## src/rtl/spi_reg_if_if.sv

```systemverilog
// Register-file side of the SPI slave: address, write data/strobe out, read data back.
// reg_we is a one-clk strobe; reg_addr/reg_wdata are valid in that cycle and there is no back-pressure.
interface spi_reg_if_if #(
  parameter int ADDR_W = 5
);
  logic [ADDR_W-1:0] reg_addr;
  logic [7:0]        reg_wdata;
  logic              reg_we;
  logic [7:0]        reg_rdata;

  modport master (
    output reg_addr,
    output reg_wdata,
    output reg_we,
    input  reg_rdata
  );

  modport slave (
    input  reg_addr,
    input  reg_wdata,
    input  reg_we,
    output reg_rdata
  );
endinterface

```

## src/rtl/spi_reg_if.sv

```systemverilog
// Oversampled SPI mode-0 slave: 16-bit frames {rw, addr[6:0], data[7:0]} become
// single-cycle register writes or side-effect-free register reads.
module spi_reg_if #(
  parameter int ADDR_W      = 5,
  parameter int SYNC_STAGES = 2
) (
  input  logic              clk,
  input  logic              rst_n,
  input  logic              spi_sclk,
  input  logic              spi_cs_n,
  input  logic              spi_mosi,
  output logic              spi_miso,
  output logic              spi_miso_oe,
  spi_reg_if_if.master      bus,
  output logic [1:0]        dbg_state
);

  typedef enum logic [1:0] {
    IDLE  = 2'd0,
    CMD   = 2'd1,
    DATA  = 2'd2,
    DRAIN = 2'd3
  } state_t;

  state_t state, state_nx;

  logic [SYNC_STAGES-1:0] sclk_s, cs_s, mosi_s;
  logic                   sclk_d, cs_d;
  logic                   sclk_q, cs_q, mosi_q;
  logic                   sclk_rise, sclk_fall, cs_rise, cs_fall;

  logic [3:0] bit_cnt;
  logic [7:0] rx, rx_nx;
  logic [7:0] tx;
  logic       rw;

  // Pin synchronisers; cs_n resets to its inactive level so reset never looks like a select.
  always_ff @(posedge clk or negedge rst_n) begin
    if (!rst_n) begin
      sclk_s <= '0;
      cs_s   <= '1;
      mosi_s <= '0;
      sclk_d <= 1'b0;
      cs_d   <= 1'b1;
    end else begin
      sclk_s <= {sclk_s[SYNC_STAGES-2:0], spi_sclk};
      cs_s   <= {cs_s[SYNC_STAGES-2:0], spi_cs_n};
      mosi_s <= {mosi_s[SYNC_STAGES-2:0], spi_mosi};
      sclk_d <= sclk_s[SYNC_STAGES-1];
      cs_d   <= cs_s[SYNC_STAGES-1];
    end
  end

  assign sclk_q    = sclk_s[SYNC_STAGES-1];
  assign cs_q      = cs_s[SYNC_STAGES-1];
  assign mosi_q    = mosi_s[SYNC_STAGES-1];
  assign sclk_rise = sclk_q & ~sclk_d;
  assign sclk_fall = ~sclk_q & sclk_d;
  assign cs_rise   = cs_q & ~cs_d;
  assign cs_fall   = ~cs_q & cs_d;
  assign rx_nx     = {rx[6:0], mosi_q};

  always_ff @(posedge clk or negedge rst_n) begin
    if (!rst_n) state <= IDLE;
    else        state <= state_nx;
  end

  // Deselect wins over any sclk edge seen in the same cycle.
  always_comb begin
    state_nx = state;
    if (cs_rise) begin
      state_nx = IDLE;
    end else begin
      case (state)
        IDLE:    if (cs_fall) state_nx = CMD;
        CMD:     if (sclk_rise && bit_cnt == 4'd7) state_nx = DATA;
        DATA:    if (sclk_rise && bit_cnt == 4'd15) state_nx = DRAIN;
        DRAIN:   state_nx = DRAIN;
        default: state_nx = IDLE;
      endcase
    end
  end

  always_ff @(posedge clk or negedge rst_n) begin
    if (!rst_n) begin
      bit_cnt       <= 4'd0;
      rx            <= 8'd0;
      tx            <= 8'd0;
      rw            <= 1'b0;
      bus.reg_addr  <= '0;
      bus.reg_wdata <= 8'd0;
      bus.reg_we    <= 1'b0;
    end else begin
      bus.reg_we <= 1'b0;
      if (!cs_rise) begin
        if (state == IDLE) begin
          if (cs_fall) begin
            bit_cnt <= 4'd0;
            rx      <= 8'd0;
            tx      <= 8'd0;
          end
        end else if (state == CMD || state == DATA) begin
          if (sclk_rise) begin
            rx      <= rx_nx;
            bit_cnt <= bit_cnt + 4'd1;
            if (state == CMD && bit_cnt == 4'd7) begin
              rw           <= rx_nx[7];
              bus.reg_addr <= rx_nx[ADDR_W-1:0];
            end
            if (state == DATA && bit_cnt == 4'd15 && rw) begin
              bus.reg_wdata <= rx_nx;
              bus.reg_we    <= 1'b1;
            end
          end else if (sclk_fall && state == DATA) begin
            // The fall right after the command byte fetches read data exactly once.
            if (bit_cnt == 4'd8) begin
              if (!rw) tx <= bus.reg_rdata;
            end else begin
              tx <= {tx[6:0], 1'b0};
            end
          end
        end
      end
    end
  end

  assign spi_miso    = ((state == DATA || state == DRAIN) && !rw && !cs_q) ? tx[7] : 1'b0;
  assign spi_miso_oe = ~cs_q;
  assign dbg_state   = state;

endmodule

```

## src/flat_wrapper.sv

```systemverilog
// flat-port wrapper written by rule: the top's interface ports become plain ports
module spi_reg_if_flat 
#(
  parameter int ADDR_W      = 5,
  parameter int SYNC_STAGES = 2
)
  (clk, rst_n, spi_sclk, spi_cs_n, spi_mosi, spi_miso, spi_miso_oe, dbg_state, bus_reg_addr, bus_reg_wdata, bus_reg_we, bus_reg_rdata);
  spi_reg_if_if #(.ADDR_W(ADDR_W)) bus_i ();
  input  logic clk;
  input  logic rst_n;
  input  logic spi_sclk;
  input  logic spi_cs_n;
  input  logic spi_mosi;
  output logic spi_miso;
  output logic spi_miso_oe;
  output logic [1:0] dbg_state;
  output wire logic [$bits(bus_i.reg_addr)-1:0] bus_reg_addr;
  output wire logic [$bits(bus_i.reg_wdata)-1:0] bus_reg_wdata;
  output wire logic [$bits(bus_i.reg_we)-1:0] bus_reg_we;
  input wire logic [$bits(bus_i.reg_rdata)-1:0] bus_reg_rdata;
  assign bus_reg_addr = bus_i.reg_addr;
  assign bus_reg_wdata = bus_i.reg_wdata;
  assign bus_reg_we = bus_i.reg_we;
  assign bus_i.reg_rdata = bus_reg_rdata;
  spi_reg_if #(.ADDR_W(ADDR_W), .SYNC_STAGES(SYNC_STAGES)) u_core (.clk(clk), .rst_n(rst_n), .spi_sclk(spi_sclk), .spi_cs_n(spi_cs_n), .spi_mosi(spi_mosi), .spi_miso(spi_miso), .spi_miso_oe(spi_miso_oe), .bus(bus_i), .dbg_state(dbg_state));
endmodule
```

## config.mk

```make
export PLATFORM = sky130hd
export DESIGN_NAME = spi_reg_if_flat
export DESIGN_NICKNAME = d
export VERILOG_FILES = /design/src/rtl/spi_reg_if_if.sv /design/src/rtl/spi_reg_if.sv /design/src/flat_wrapper.sv
export SDC_FILE = /design/constraint.sdc
export NUM_CORES = 1
export LEC_CHECK = 0
export BUFFER_PORTS_ARGS = -buffer_cell sky130_fd_sc_hd__buf_4
export CAP_MARGIN = 20
export CELL_PAD_IN_SITES_DETAIL_PLACEMENT = 0
export CELL_PAD_IN_SITES_GLOBAL_PLACEMENT = 1
export CORE_MARGIN = 2
export CORE_UTILIZATION = 45
export CTS_BUF_LIST = sky130_fd_sc_hd__clkbuf_4
export CTS_CLUSTER_SIZE = 14
export DETAILED_ROUTE_END_ITERATION = 7
export PLACE_DENSITY_LB_ADDON = 0.15
export RECOVER_POWER = 50
export SLEW_MARGIN = 15
export SYNTH_ARGS = -nofsm -noshare
export SYNTH_HDL_FRONTEND = slang
export SYNTH_SLANG_ARGS = --single-unit
```

## constraint.sdc

```tcl
create_clock -name clk -period 3.1 [get_ports clk]
set_input_delay 0 -clock clk [delete_from_list [all_inputs] [get_ports clk]]
set_output_delay 0 -clock clk [all_outputs]
set_load 0.1 [all_outputs]
```

* Word-level counts from Yosys, hierarchy flattened
Index checks and enable logic that the tools add are counted.
** Cells by class
- $add $sub $neg :: 1
- Equal/unequal tests :: 12
- Multiplexer cells :: 25
- Bitwise logic cells :: 10
- Reductions and logical operators :: 21
** Operators with widths (count)
- 2-to-1 mux 8 bit :: 7
- 2-to-1 mux 7 bit :: 3
- 2-to-1 mux 4 bit :: 4
- AND reduction 5 bit :: 2
- inequality test 3 x 1 -> 1 bit (second input constant) :: 3
- == test 4 bit (second input constant) :: 2
- logical AND 1 bit :: 8
- 2-to-1 mux 2 bit :: 4
- one-hot mux 2 bit (4 select lines) :: 1
- 2-to-1 mux 1 bit :: 6
- NOT 1 bit :: 6
- AND reduction 6 bit :: 1
- nonzero test 2 bit :: 3
- adder 4 x 1 -> 4 bit (second input constant) :: 1
- AND 1 bit :: 4
- == test 2 bit (second input constant) :: 2
- == test 4 x 3 -> 1 bit (second input constant) :: 1
- AND reduction 4 bit :: 1
- inequality test 3 bit (second input constant) :: 1
- AND reduction 3 bit :: 1
- == test 2 x 1 -> 1 bit (second input constant) :: 1
- zero test 1 bit :: 2
- zero test 2 bit :: 1
- logical OR 1 bit :: 2
- 2 further kinds :: 2
** Word-level totals
- Register bits after elaboration :: 44
- Input bits :: 13
- Output and inout port bits :: 18
- Word-level logic and storage cells :: 82

* Depth between registers and ports, before layout
- Depth in word-level cells :: 8
- Depth in mapped cells :: 8
- Mapped depth without buffers :: 6

* Worst setup path before layout
OpenSTA, ideal clock, no wires.
- Kind :: register to register
- Start point :: reg u_core.state[0], in the netlist u_core.dbg_state[0]
- End point :: reg u_core.tx[5]
- Library setup time :: 96 ps
- Arrival time :: 2589 ps
- Data required time :: 3004 ps
- Path slack :: 416 ps
- Cell stages (with the launch flop) :: 9
- Buffers on the path :: 2
- Clock period less this slack :: 2684 ps
- Cells stage by stage :: dfrtp_1 inv_1 ha_1 or2_1 o22a_1 buf_2 or2_1 buf_6 o32ai_2
** On the way
- Cells in the longest elaborated chain, start to end :: 4
- Elaborated cells on any way between the ends :: 12
- Classes of those cells :: eq/ne: 5; mux: 1; reduce/logical: 6
** Ends and longest elaborated chain
- start: declaration :: line spi_reg_if.sv:25 : state_t state, state_nx;
- start signal: assignment :: line spi_reg_if.sv:65 : else state <= state_nx;
- == test 2 x 1 -> 1 bit / == test 2 bit (equally long branches) :: line spi_reg_if.sv:102, spi_reg_if.sv:114
- logical OR 1 bit / logical AND 1 bit (equally long branches) :: line spi_reg_if.sv:102, spi_reg_if.sv:114
- nonzero test 2 bit (no source line)
- AND reduction 6 bit (no source line)
- end signal: assignment :: line spi_reg_if.sv:117 : if (!rw) tx <= bus.reg_rdata;
- end signal: assignment :: line spi_reg_if.sv:119 : tx <= {tx[6:0], 1'b0};
- end: declaration :: line spi_reg_if.sv:34 : logic [7:0] tx;
Parallel ways exist; a longest one is shown, timed or not.
A chain may end at the register's enable or synchronous reset.

* Final worst setup path
- Start point :: reg u_core.cs_s[1]
- End point :: reg u_core.tx[5]
** On the way
- Cells in the longest elaborated chain, start to end :: 4
- Elaborated cells on any way between the ends :: 6
- Classes of those cells :: eq/ne: 1; bitwise: 4; reduce/logical: 1
** Ends and longest elaborated chain
- start: declaration :: line spi_reg_if.sv:27 : logic [SYNC_STAGES-1:0] sclk_s, cs_s, mosi_s;
- start signal: assignment :: line spi_reg_if.sv:47 : cs_s <= {cs_s[SYNC_STAGES-2:0], spi_cs_n};
- NOT 1 bit :: line spi_reg_if.sv:60 : assign cs_fall = ~cs_q & cs_d;
- AND 1 bit :: line spi_reg_if.sv:60
- inequality test 2 x 1 -> 1 bit (no source line)
- AND reduction 6 bit (no source line) *
Every way passes the cells marked *; elsewhere a longest branch is shown, timed or not.

==> flow_metrics.tcl <==
set metrics [dict create \
    drv_slew 45 \
    die_h_um 72.2 \
    syn_area_per_cell_um2 13.2 \
    p_total_mw 1.75 \
    dpl.hpwl_um 2780 \
    cts_sinks 44 \
    r2r_setup_slack_ns 0.75 \
    cp_cell_sequence "nor2b_1 > o22a_1 > or2_1 > o32ai_2" \
    critPathKind "reg -> reg" \
    dr.pass1.iters 4 \
    pin_count 31 \
    drtIter0Drc 46 \
    violations "capacitance limit, slew limit" \
    cpLargestDelayFamily "simple AND/OR/NAND/NOR gates" \
    cp_max_fo 10 \
    die_area_mm2 0.00521 \
    grt_pass1_wl_um 6800 \
    fmax_mhz 425 \
    synth.most_common_cell "dfrtp_1" \
    yosysTopAreaCellShare_pct 49.0 \
    drv_cap 1 \
    cellLeakagePower_nw 1.22 \
    ys_warn_count 0 \
    diodes 0 \
    synth-seq-cells 44 \
    slowest_delay_ns 0.63 \
    power_density_mw_per_mm2 691 \
    fin_ws_ns 0.750 \
    r2r_cells 4 \
    whs_path_depth 3 \
    cts_root_buffer "clkbuf_4" \
    async_flop_share_pct 100 \
    track_usage_pct 16.9 \
    routed_wl_um 4000 \
    cts_resized 0 \
    status "finished with violations" \
    instances_no_fill 255 \
    worstSetupStartpointType "flip-flop" \
    rsz0062_at_grt "false" \
    synth.area.top_cells "dfrtp_1 (49%), mux2_2 (8.6%), ha_1 (4.8%)" \
    routedWlPerCell_um 15.7 \
    cts_buffers 5 \
    crit_cells 4 \
    grt_pass1_vias 1422 \
    hold_violations 0 \
    max_slew_margin_pct -51.5 \
    vias 1399 \
    synthTopCellsByCount "dfrtp_1 (41), mux2_2 (16), inv_1 (10)" \
    postCtsSetupBuffers 0 \
    worst_pin_slew_ns 2.27 \
    dp_worst_setup_slack_ns 0.820 \
    max-clock-path-buffers 2 \
    synthFlopType "dfrtp_1" \
    core-area_mm2 0.00441 \
    ys_types 38 \
    grt_max_degree 45 \
    timing.final.crit_period_ns 2.35 \
    crit_required_ns 3.34 \
    cp_num_buf_inv 0 \
    cts_tree "yes" \
    netlist_instances 159 \
    gp_congestion 0.800 \
    yosysTopAreaCell "dfrtp_1" \
    irDropWorstVdd_mv 0.270 \
    drc 0 \
    portBuffers 30 \
    rows 24 \
    fin_crit_sh_pct 75.8 \
    synth_edf_count 0 \
    setup_viol 0 \
    clock_latency_ns 0.36 \
    antenna_found_initial 0 \
    die_w_um 72.2 \
    grt-ovfl-total 0 \
    hold_buffers 11 \
    tns_ns 0 \
    stdcell_area_mm2 0.00253 \
    clk_pin_slew_ns 0.13 \
    worstHoldPathType "in -> reg" \
    end_kind "flip-flop" \
    syn-num-nets 180 \
    place_inst 236 \
    skew_ns 0.0119 \
    ys_seq_area_share_pct 52.8 \
    worst_ep_arrival_time_ns 2.59 \
    via_per_inst 5.49 \
    antenna_left 0 \
    area_growth_pct 21.0 \
    htreeDepth 2 \
    synthesis.area_mm2 0.00209 \
    start_util_pct 47.4 \
    critPathSlowestCell "dfstp_1" \
    drive_gt1_share_pct 33.5 \
    place_area_mm2 0.00235 \
    nNetsFinal 223 \
]
## placed cells by master, fill, tap and decap left out, drive strengths merged, types with 3 or more instances in the layout
cell         synthesis  routed
nor2                 4       4
mux2                16      16
nand2b               4       4
clkbuf               0      10
dfstp                3       3
buf                  7      27
dfrtp               41      41
a22o                 8       8
nor2b                9       9
mux2i                7       7
dlygate4sd3          0      11
a22oi                7       7
a21oi                3       3
o31ai                7       7
or2                  3       3
inv                 10      10
ha                   8       8
## through the flow
step	hold WS, ns	utilization, %
floorplan	-0.296	-
global placement	0.0213	53.2
detailed placement	0.0299	53.2
CTS	0.00736	57.5
global route	0.0140	57.3
finish	0.0330	57.3
## logic make-up after synthesis
group	share of synthesized area [%]
AOI/OAI and AO/OA	16.1
adders and majority gates	4.78
buffers and inverters	4.13
DFF	52.8
muxes	12.0
and+or+nand+nor	10.2
## layout make-up
| cell class | count | area [um2] |
|---|---|---|
| multi-input cells | 98 | 901 |
| repair buffers | 43 | 343 |
| inverters | 10 | 37.5 |
| clock buffers | 5 | 37.5 |
| fillers | 376 | 1880 |
| flip-flops and latches | 44 | 1100 |
| clock inverters | 3 | 42.5 |
| well taps | 52 | 65.1 |
## power breakdown
part / internal [mW] / switching (mW)
clock: 0.168 / 0.192
sequential: 0.663 / 0.0849
combinational: 0.244 / 0.397
## worst min-delay path: stages
cell and delay [ns]:
buf_4 0.08, mux2i_1 0.08, o32ai_2 0.19
## flip-flops by register name, summed over array words and instances (netlist names)
signal	cells
u_core.cs_s	2
u_core.mosi_s	2
u_core.dbg_state	2
u_core.bus.reg_addr	5
u_core.sclk_d	1
u_core.sclk_s	2
u_core.bus.reg_we	1
u_core.cs_d	1
u_core.rw	1
u_core.rx	7
u_core.bit_cnt	4
u_core.tx	8
u_core.bus.reg_wdata	8
## layer usage
layer	global-route usage, %	wire [um]	vias to the layer above
met4	5.87	66	0
met5	0	0	-
met1	22.8	1900	690
met3	5.00	172	7
met2	26.0	1850	32
li1	-	-	670
## path summary, 6_finish.rpt
path / from / to
min in group asynchronous: rst_n / u_core.dbg_state[1]
worst min-delay path: bus_reg_rdata[5] / u_core.tx[5]
worst min register to register: u_core.sclk_s[0] / u_core.sclk_s[1]
worst max register to register: u_core.cs_s[1] / u_core.tx[5]
max in group asynchronous: rst_n / u_core.tx[5]
worst max-delay path: u_core.cs_s[1] / u_core.tx[5]
Power figures use the tool's default switching activity.
